--- config.mk ---
export PLATFORM = sky130hd
export DESIGN_NAME = uart_rx_words
export DESIGN_NICKNAME = d
export VERILOG_FILES = /design/src/rtl/uart_rx_words.sv
export SDC_FILE = /design/constraint.sdc
export NUM_CORES = 1
export LEC_CHECK = 0
export CORE_ASPECT_RATIO = 2
export CORE_MARGIN = 2
export CORE_UTILIZATION = 55
export CTS_CLUSTER_DIAMETER = 30
export DETAILED_ROUTE_END_ITERATION = 8
export PLACE_DENSITY = 0.77
export SYNTH_ARGS = -nofsm -noshare
export SYNTH_HDL_FRONTEND = slang
export SYNTH_SLANG_ARGS = --single-unit
--- constraint.sdc ---
create_clock -name clk -period 3.58 [get_ports clk]
set_input_delay 0.358 -clock clk [delete_from_list [all_inputs] [get_ports clk]]
set_output_delay 0.358 -clock clk [all_outputs]
set_load 0.01 [all_outputs]
--- src/rtl/uart_rx_words.sv ---
// uart_rx_words: 8N1 UART receiver that packs four bytes (little-endian)
// into 32-bit words and numbers them 0..NUM_WORDS-1 within a frame.
// A partial word is dropped on a framing error or after 16 idle bit periods.
module uart_rx_words #(
   parameter int DELAY_FRAMES = 234,
   parameter int NUM_WORDS    = 100
) (
   input  logic        clk,
   input  logic        rst,
   input  logic        uart_rx,
   output logic [31:0] word_data,
   output logic [6:0]  word_index,
   output logic        word_valid,
   output logic        frame_done,
   output logic        frame_error
);

   localparam int BIT_T = DELAY_FRAMES + 1;
   localparam int HALF  = BIT_T / 2;
   localparam int TMO   = 16 * BIT_T;
   localparam int CW    = $clog2(BIT_T + 1);
   localparam int TW    = $clog2(TMO + 1);

   localparam logic [CW-1:0] C_BIT_LAST  = CW'(BIT_T - 1);
   localparam logic [CW-1:0] C_HALF_LAST = CW'(HALF - 1);
   localparam logic [TW-1:0] C_TMO_LAST  = TW'(TMO - 1);
   localparam logic [6:0]    C_IDX_LAST  = 7'(NUM_WORDS - 1);

   typedef enum logic [1:0] {S_IDLE, S_START, S_DATA, S_STOP} state_t;

   state_t        r_state;
   logic          r_sync1, r_sync2;
   logic [CW-1:0] r_cnt;
   logic [TW-1:0] r_tmo;
   logic [2:0]    r_bit_idx;
   logic [7:0]    r_shift;
   logic [1:0]    r_byte_cnt;
   logic [23:0]   r_part;
   logic [6:0]    r_next_idx;
   logic          r_armed;     // line seen high since reset / last framing error
   logic [31:0]   r_word_data;
   logic [6:0]    r_word_index;
   logic          r_word_valid, r_frame_done, r_frame_error;
   logic          w_rx;

   assign w_rx        = r_sync2;
   assign word_data   = r_word_data;
   assign word_index  = r_word_index;
   assign word_valid  = r_word_valid;
   assign frame_done  = r_frame_done;
   assign frame_error = r_frame_error;

   // two-flop synchronizer for the asynchronous serial line, idles high
   always_ff @(posedge clk or posedge rst) begin
      if (rst) begin
         r_sync1 <= 1'b1;
         r_sync2 <= 1'b1;
      end else begin
         r_sync1 <= uart_rx;
         r_sync2 <= r_sync1;
      end
   end

   // receiver FSM, byte packing, word numbering and idle resync timeout
   always_ff @(posedge clk or posedge rst) begin
      if (rst) begin
         r_state       <= S_IDLE;
         r_cnt         <= '0;
         r_tmo         <= '0;
         r_bit_idx     <= '0;
         r_shift       <= '0;
         r_byte_cnt    <= '0;
         r_part        <= '0;
         r_next_idx    <= '0;
         r_armed       <= 1'b0;
         r_word_data   <= '0;
         r_word_index  <= '0;
         r_word_valid  <= 1'b0;
         r_frame_done  <= 1'b0;
         r_frame_error <= 1'b0;
      end else begin
         r_word_valid  <= 1'b0;
         r_frame_done  <= 1'b0;
         r_frame_error <= 1'b0;
         case (r_state)
            S_IDLE: begin
               if (!w_rx && r_armed) begin
                  r_state <= S_START;
                  r_cnt   <= '0;
                  r_tmo   <= '0;
               end else begin
                  if (w_rx) r_armed <= 1'b1;
                  // partial word waiting too long: drop it quietly
                  if (r_byte_cnt != 2'd0) begin
                     if (r_tmo == C_TMO_LAST) begin
                        r_byte_cnt <= '0;
                        r_tmo      <= '0;
                     end else begin
                        r_tmo <= r_tmo + 1'b1;
                     end
                  end
               end
            end
            S_START: begin
               if (r_cnt == C_HALF_LAST) begin
                  r_cnt <= '0;
                  if (w_rx) begin
                     r_state <= S_IDLE;          // glitch, not a real start bit
                  end else begin
                     r_state   <= S_DATA;
                     r_bit_idx <= '0;
                  end
               end else begin
                  r_cnt <= r_cnt + 1'b1;
               end
            end
            S_DATA: begin
               if (r_cnt == C_BIT_LAST) begin
                  r_cnt     <= '0;
                  r_shift   <= {w_rx, r_shift[7:1]};   // LSB arrives first
                  r_bit_idx <= r_bit_idx + 1'b1;
                  if (r_bit_idx == 3'd7) r_state <= S_STOP;
               end else begin
                  r_cnt <= r_cnt + 1'b1;
               end
            end
            S_STOP: begin
               if (r_cnt == C_BIT_LAST) begin
                  r_cnt   <= '0;
                  r_state <= S_IDLE;
                  r_armed <= w_rx;              // low stop: wait for line high again
                  if (w_rx) begin
                     case (r_byte_cnt)
                        2'd0: r_part[7:0]   <= r_shift;
                        2'd1: r_part[15:8]  <= r_shift;
                        2'd2: r_part[23:16] <= r_shift;
                        default: begin
                           r_word_data  <= {r_shift, r_part};
                           r_word_index <= r_next_idx;
                           r_word_valid <= 1'b1;
                           r_frame_done <= (r_next_idx == C_IDX_LAST);
                           r_next_idx   <= (r_next_idx == C_IDX_LAST) ? 7'd0 : r_next_idx + 7'd1;
                        end
                     endcase
                     r_byte_cnt <= r_byte_cnt + 2'd1;   // 3 wraps to 0
                  end else begin
                     r_frame_error <= 1'b1;
                     r_byte_cnt    <= '0;
                  end
               end else begin
                  r_cnt <= r_cnt + 1'b1;
               end
            end
            default: r_state <= S_IDLE;
         endcase
      end
   end

endmodule

# == Word level (Yosys, flattened, before mapping) ==
# Index checks and enable logic that the tools add are counted.
# Widths: inputs -> output; s select.
# word_totals
reg_bits,111
inputBits,3
memories,0
out_inout_bits,42
ram_bits,0
word_cells,104
rom_bits,0
latch_bits,0
# op_classes
eq_ne,20
shift,0
div,0
n_mul,0
n_bitwise,1
n_lt_le_gt_ge,0
n_mux,40
n_addsub,5
n_reduce_logical,20
# op_table
cell,count
$mux 12,3
$mux 8,3
$pmux 8 s3,1
$reduce_and 4->1,6
$mux 2,11
$ne 2x2->1 const B,10
$mux 1,14
$add 12x1->12 const B,1
$eq 12x12->1 const B,1
$reduce_and 5->1,2
$mux 3,3
$add 8x1->8 const B,1
$eq 8x7->1 const B,1
$eq 8x8->1 const B,1
$pmux 2 s4,1
$reduce_bool 2->1,4
$add 7x1->7 const B,1
$eq 7x7->1 const B,1
$mux 7,1
$eq 2x2->1 const B,3
$pmux 3 s2,1
$eq 2x1->1 const B,2
$logic_not 2->1,2
$pmux 2 s2,1
other kinds (10),11

# == Depth between registers and ports, before layout ==
# Gate-level depths: netlist of run 1.
# logic_depth
word_depth,6
mapped_depth,8
depth_no_buf,6

# == Least setup slack after synthesis of run 1 ==
# OpenSTA, ideal clock, no wires.
# synth_timing
path_type,reg2reg
from,register r_byte_cnt[0]
to,register r_tmo[11]
path_stages_with_launch,7
t_arrival_ps,1844
required_ps,3506
synth_period_minus_slack_ps,1919
path_slack_ps,1661
n_path_buf,1
setup_time_ps,74
path_cell_list,dfrtp_1 -> inv_1 -> ha_1 -> clkbuf_1 -> a2111o_1 -> or4_4 -> a21oi_2
# synth_between
elab_chain_len,3
# synth_lines
item,line,rtl
start: declaration,37,logic [1:0] r_byte_cnt;
start signal: assignment,145,r_byte_cnt <= r_byte_cnt + 2'd1;
$reduce_bool 2->1,94,if (r_byte_cnt != 2'd0) begin
$reduce_bool 2->1 (no line),-,
$reduce_and 2->1 (no line),-,
end signal: assignment,99,r_tmo <= r_tmo + 1'b1;
end: declaration,34,logic [TW-1:0] r_tmo;
# Every way passes these cells.
# A chain may end at the register's enable or synchronous reset.

# == Worst setup path in the final report of run 1 ==
# layout_timing
from,register r_cnt[0]
to,register r_part[18]
# layout_between
elab_chain_len,2
# layout_lines
item,line,rtl
start: declaration,33,logic [CW-1:0] r_cnt;
start signal: assignment,114,r_cnt <= r_cnt + 1'b1;
start signal: assignment,124,r_cnt <= r_cnt + 1'b1;
start signal: assignment,151,r_cnt <= r_cnt + 1'b1;
$eq 8x8->1,128,if (r_cnt == C_BIT_LAST) begin
$reduce_and 4->1 (no line),-,
end signal: assignment,136,2'd2: r_part[23:16] <= r_shift;
end: declaration,38,logic [23:0] r_part;
# Every way passes these cells.

==> results of run 1 <==
state kept, by name (all words and copies together), names as in the netlist, 2 cells and up, named ones only:
name,count
word_data,32
r_part,24
r_tmo,12
r_cnt,8
r_shift,8
r_next_idx,7
word_index,7
r_bit_idx,3
r_byte_cnt,2
metal layers:
metal	wire [µm]	share of wire, %	vias to the layer above	global-route usage, %
met5	0	0	-	0
met4	248	2.8	0	9.94
met3	213	2.4	19	3.71
met2	4920	56	57	35.9
met1	3480	39	1527	22.8
li1	-	-	1453	-
power by group through the flow:
| stage | Combinational (mW) | Sequential (mW) | Clock [mW] |
|---|---|---|---|
| 2_1_floorplan | 0.152 | 1.32 | 0 |
| 3_3_place_gp | 0.176 | 1.35 | 0 |
| 3_5_place_dp | 0.186 | 1.35 | 0 |
| 4_1_cts | 0.187 | 1.32 | 0.946 |
| 5_1_grt | 0.210 | 1.33 | 0.990 |
| 6_report | 0.185 | 1.32 | 0.921 |
final timing paths:
check                      startpoint    endpoint  slack, ns  cells after the start
min reg2reg                   r_sync1     r_sync2       0.36                      0
max                          r_cnt[0]  r_part[18]       1.44                      6
max reg2reg                  r_cnt[0]  r_part[18]       1.44                      6
min                           r_sync1     r_sync2       0.36                      0
min in group asynchronous         rst    r_cnt[7]       0.44                      2
max in group asynchronous         rst  r_part[19]       2.41                      3
worst max-delay path: stages, from the launching register on:
cell and delay [ns]:
dfrtp_1 0.44, inv_1 0.11, ha_1 0.14, and4bb_1 0.28, and4_1 0.42, nand3_2 0.28, mux2_2 0.35
cell type report:
type / instances / area share, %
timing repair buffer: 46 / 8.36
tap: 100 / 2.23
multi-input combinational: 239 / 33.6
clock buffer: 11 / 4.34
sequential: 111 / 49.7
clock inverter: 5 / 0.603
inverter: 18 / 1.25
Yosys cell counts, drive strengths merged, types with 6 or more instances:
cell type    n
nand3       12
or3          6
a21oi       12
o22ai        6
nand2       25
dfrtp      109
o21ai       21
ha          11
mux2        70
nor2        13
inv         18
clkbuf       7
through the flow:
stage	cell area, µm²	setup slack, ns	hold slack [ns]
floorplan	4780	0.295	0.345
global placement	5320	1.55	0.347
detailed placement	5320	1.46	0.348
CTS	5600	1.43	0.358
global route	5600	1.30	0.370
finish	5600	1.44	0.358
cells by family (layout without fill, tap and decap cells):
group           Yosys count  in the layout
mux                      71             71
xor+xnor                  6              6
simple gates             90             90
buf+inv                  30             80
compound gates           61             61
fa+ha+maj                11             11
flops                   111            111
==> metrics.md, run 1 <==
| Metric | Value |
|---|---|
| Status | completed |
| DR DRC count | 0 |
| # setup viols final | 0 |
| Max-Cap Viols | 0 |
| Placed cell count | 514 |
| TritonCTS Buffers | 9 |
| Logic pwr share | 7.6% |
| Layout cells sized above 1 | 23.3% |
| Synthesized net count | 394 |
| Worst vdd ir | 0.272 mV |
| Detailed placement HPWL | 6300 µm |
| Fin. Hold Viols | 0 |
| H-tree depth | 3 |
| Yosys warns | 0 |
| DR WL/cell | 16.7 µm |
| Max Fclk | 0.468 GHz |
| Net Switching | 597 µW |
| Total track usage | 20.1% |
| # Post-CTS Setup Buffers | 0 |
| CP endpoint kind | flip-flop |
| Via count | 3,056 |
| Layout Utilization | 65.7% |
| Largest net degree at the start of global routing | 65 |
| Final period utilization | 59.7% |
| Required @ worst endpoint | 3.81 ns |
| Resize count post-CTS | 0 |
| Combinational family with the most area after synthesis | multiplexers |
| Vias per cell | 5.77 |
| Register area share after synthesis | 58.1% |
| Number of global-route vias before repair | 3,043 |
| Synth Area in XOR/XNOR | 1.10% |
| Clock power share | 37.9% |
| Ys flop type | dfrtp_1 |
| RSZ-0062 raised after global routing | false |
| Buffer depth of the longest clock path | 2 |
| Die Ht | 136 µm |
| Worst Hold Class | reg -> reg |
| WP data arrival | 2.36 ns |
| Die X | 70.0 µm |
| Storage cell area | 0.00278 mm² |
| Die footprint | 0.00951 mm² |
| Diodes inserted | 0 |
| Clk sinks | 111 |
| Post-synth top area cell | dfrtp_1 |
| Most frequent cells in the layout | dfrtp_1, mux2_2, clkdlybuf4s50_1 |
| Count of final max-slew check failures | 0 |
| Pwr Density | 434 mW/mm² |
| Pre-Repair DR Iteration Count | 4 |
| Port Buf Inserts | 44 |
| Final Power | 2.43 mW |
| Post-synthesis compound-gate area fraction | 8.24% |
| #FFs+latches synth | 111 |
| Tmin final | 2.14 ns |
| Max_slew headroom | 52.1% |
| Post-synthesis adder-cell area fraction | 2.88% |
| Most common cell after layout, fill and taps aside | dfrtp_1 |
| Final std cells w/o fill | 530 |
| Area of the multi-input gates | 0.00188 mm² |
| Worst-margin pin slew | 0.719 ns |
| Final Skew | 0.00648 ns |
| Initial DRC Count | 286 |
| Post-synthesis mux area share | 16.7% |
| Cell variety after synth | 52 |
| EDFF count, synth | 0 |
| Initial antenna violation count | 0 |
| Area of the mapped netlist | 0.00478 mm² |
| Yosys top cell area share | 57.0% |
| Synthesized area per cell | 12.6 µm² |
| Pint | 1.83 mW |
| Layout fillers | 644 |
| Layout Nets | 439 |
| Top Ports | 45 |
| TritonCTS clock tree | done |
| Grt total ovfl | 0 |
| Reg power frac | 54.5% |
| Clk Latency, worst-skew pair | 0.34 ns |
| CTS Root Cell | clkbuf_16 |
| Crit Path Max Fanout | 8 |
| Fraction of the mapped netlist area in simple logic gates | 10.4% |
| Gpl congestion | 0.845 |
| Core ar. | 0.00853 mm² |
| Starting density of the core | 56.1% |
| Area grow syn2layout | 17.0% |
| First-pass GRT wire length | 15,000 µm |
| Sw Share | 24.6% |
| Setup TNS | 0 ns |
| Cell count after synthesis | 380 |
| Critical Path Source Type | flip-flop |
| Ranking of synthesized cells by area | dfrtp_1, mux2_2, ha_1, o21ai_0, nand2_1 |
| Cell leakage power | 2.64 nW |
| CP Class | reg -> reg |
| DRT antenna net count | 0 |
| Async set or reset register ratio after synthesis | 100% |
| Clock transition at path regs | 0.07 ns |
| WL final | 8850 µm |
| Hold_buf cts | 0 |
| Rows | 48 |
Note: power is estimated with default switching activity, not from simulation.
==> run 2, diff against run 1 <==
==> constraint.sdc (replaced) <==
create_clock -name clk -period 2.22 [get_ports clk]
set_input_delay 0.222 -clock clk [delete_from_list [all_inputs] [get_ports clk]]
set_output_delay 0.222 -clock clk [all_outputs]
set_load 0.01 [all_outputs]
==> run 2 against run 1 <==
Net effect: sequential power rose by 60%; count of clock-buffer cells in the layout increased by 2; sequential cell count is the same; via count rose by 1.2%; register-to-register slack lost 1.2 ns; cell count grew 1.7%; sequential share of layout area shrank 0.95 points; clock power rose by 63%; non-clock buffer count increased by 9; first-iteration DRC count down 46%.
==> metrics.md, run 2 (synthesis results as in run 1) <==
| Metric | Value |
|---|---|
| Via count | 3,093 (was 3,056) |
| Worst slack, placed | 0.164 ns (was 1.46 ns) |
| Fin. Hold Viols | 0 (unchanged) |
| CP endpoint kind | flip-flop (unchanged) |
| Worst vdd ir | 0.528 mV (was 0.272 mV) |
| Rows | 48 (unchanged) |
| CP Class | reg -> reg (unchanged) |
| Buffer depth of the longest clock path | 2 (unchanged) |
| Max_slew headroom | 60.2% (was 52.1%) |
| # setup viols final | 0 (unchanged) |
| Worst setup margin | 0.203 ns (was 1.44 ns) |
| Tmin final | 2.02 ns (was 2.14 ns) |
| Status | completed (unchanged) |
| Pwr Density | 697 mW/mm² (was 434 mW/mm²) |
| Die X | 70.0 µm (unchanged) |
| Initial antenna violation count | 0 (unchanged) |
| Count of final max-slew check failures | 0 (unchanged) |
| First-pass GRT wire length | 14,900 µm (was 15,000 µm) |
| Setup TNS | 0 ns (unchanged) |
| Max Fclk | 0.496 GHz (was 0.468 GHz) |
| Worst Hold Class | in -> async (was reg -> reg) |
| Die footprint | 0.00951 mm² (unchanged) |
| Most frequent cells in the layout | dfrtp_1, mux2_2, clkdlybuf4s50_1 (unchanged) |
| Diodes inserted | 0 (unchanged) |
| Clk sinks | 111 (unchanged) |
| M1 WL | 3500 µm (was 3480 µm) |
| TritonCTS Buffers | 9 (unchanged) |
| Highest metal layer with signal wires | met4 (unchanged) |
| Clock transition at path regs | 0.07 ns (about the same) |
| Met3 wire length | 216 µm (was 213 µm) |
| DR DRC count | 0 (unchanged) |
| Port Buf Inserts | 44 (unchanged) |
| Top Ports | 45 (unchanged) |
| Pre-Repair DR Iteration Count | 5 (was 4) |
| Die Ht | 136 µm (unchanged) |
| Total track usage | 20.0% (was 20.1%) |
| Max-Cap Viols | 0 (unchanged) |
| Area grow syn2layout | 19.3% (was 17.0%) |
| Initial DRC Count | 154 (was 286) |
| Layout cells sized above 1 | 24.8% (was 23.3%) |
| Hold WS | 0.281 ns (was 0.358 ns) |
| Detailed placement HPWL | 6370 µm (was 6300 µm) |
| DR WL/cell | 16.5 µm (was 16.7 µm) |
| Met2 routed WL | 4970 µm (was 4920 µm) |
| Required @ worst endpoint | 2.50 ns (was 3.81 ns) |
| Resize count post-CTS | 0 (unchanged) |
| WP data arrival | 2.30 ns (was 2.36 ns) |
| CTS Root Cell | clkbuf_16 (unchanged) |
| Worst-margin pin slew | 0.593 ns (was 0.719 ns) |
| Gpl congestion | 0.777 (was 0.845) |
| Largest net degree at the start of global routing | 56 (was 65) |
| TritonCTS clock tree | done (unchanged) |
| Final period utilization | 90.9% (was 59.7%) |
| Max FFs per register | 32 (unchanged) |
| Grt total ovfl | 0 (unchanged) |
| Final Skew | 0.00580 ns (was 0.00648 ns) |
| Crit Path Max Fanout | 8 (unchanged) |
| Layout Nets | 448 (was 439) |
| RSZ-0062 raised after global routing | false (unchanged) |
| Most common cell after layout, fill and taps aside | dfrtp_1 (unchanged) |
| Critical Path Source Type | flip-flop (unchanged) |
| Vias per cell | 5.74 (was 5.77) |
| Starting density of the core | 56.1% (unchanged) |
| DRT antenna net count | 0 (unchanged) |
| Cell leakage power | 2.70 nW (was 2.64 nW) |
| Clk Latency, worst-skew pair | 0.34 ns (about the same) |
| Core ar. | 0.00853 mm² (unchanged) |
| # Post-CTS Setup Buffers | 0 (unchanged) |
| WL final | 8900 µm (was 8850 µm) |
| H-tree depth | 3 (unchanged) |
| Hold_buf cts | 0 (unchanged) |
| Number of global-route vias before repair | 3,068 (was 3,043) |
[run 2: cell count changes in the layout (fill, tap and decap cells not counted)]
cell      before  now
and4_1         1    0
buf_12         1    4
buf_4          1    7
and4_2         0    1
inv_4          1    0
clkbuf_8       1    2
clkbuf_1       1    2
clkinv_4       1    0
[run 2: power breakdown]
part | switching, mW | leakage (nW) | internal [mW]
clock | 0.676 | 0.136 | 0.819
combinational | 0.226 | 1.03 | 0.144
sequential | 0.0521 | 1.53 | 2.06
total | 0.955 | 2.70 | 3.02
[run 2: through the flow]
step	utilization, %	std cells	cell area (µm²)	power, mW
6_report	66.9	539	5710	3.98
4_1_cts	66.9	539	5710	4.02
2_1_floorplan	-	380	4790	2.38
3_3_place_gp	63.7	523	5430	2.51
3_5_place_dp	63.7	523	5430	2.53
5_1_grt	66.9	539	5710	4.13
[run 2: path summary, 6_finish.rpt]
check                                   start             to  slack (ns)  depth (start not counted)
worst max-delay path            r_byte_cnt[0]      r_tmo[11]        0.20                          5
worst min-delay path                      rst  r_next_idx[0]        0.28                          2
worst max register to register  r_byte_cnt[0]      r_tmo[11]        0.20                          5
worst min register to register        r_sync1        r_sync2        0.36                          0
max in group asynchronous                 rst  word_data[20]        1.32                          3
min in group clk                      uart_rx        r_sync1        0.29                          1
[run 2: critical path: stages (launching register included)]
cell      delay (ns)
dfrtp_1         0.41
inv_1           0.09
ha_1            0.31
a2111o_1        0.50
or4_4           0.51
a21oi_2         0.13
[run 2: layer usage]
metal / global-route usage, % / vias to the layer above
li1: - / 1461
met1: 22.9 / 1564
met2: 36.3 / 56
met3: 3.41 / 12
met4: 8.65 / 0
met5: 0 / -
[run 2: area by class of cell]
type / instances / area (µm²)
clock buffer: 13 / 260
tap: 100 / 125
inverter: 18 / 71.3
multi-input combinational: 239 / 1880
clock inverter: 3 / 17.5
fill: 633 / 2820
timing repair buffer: 55 / 573
sequential: 111 / 2780
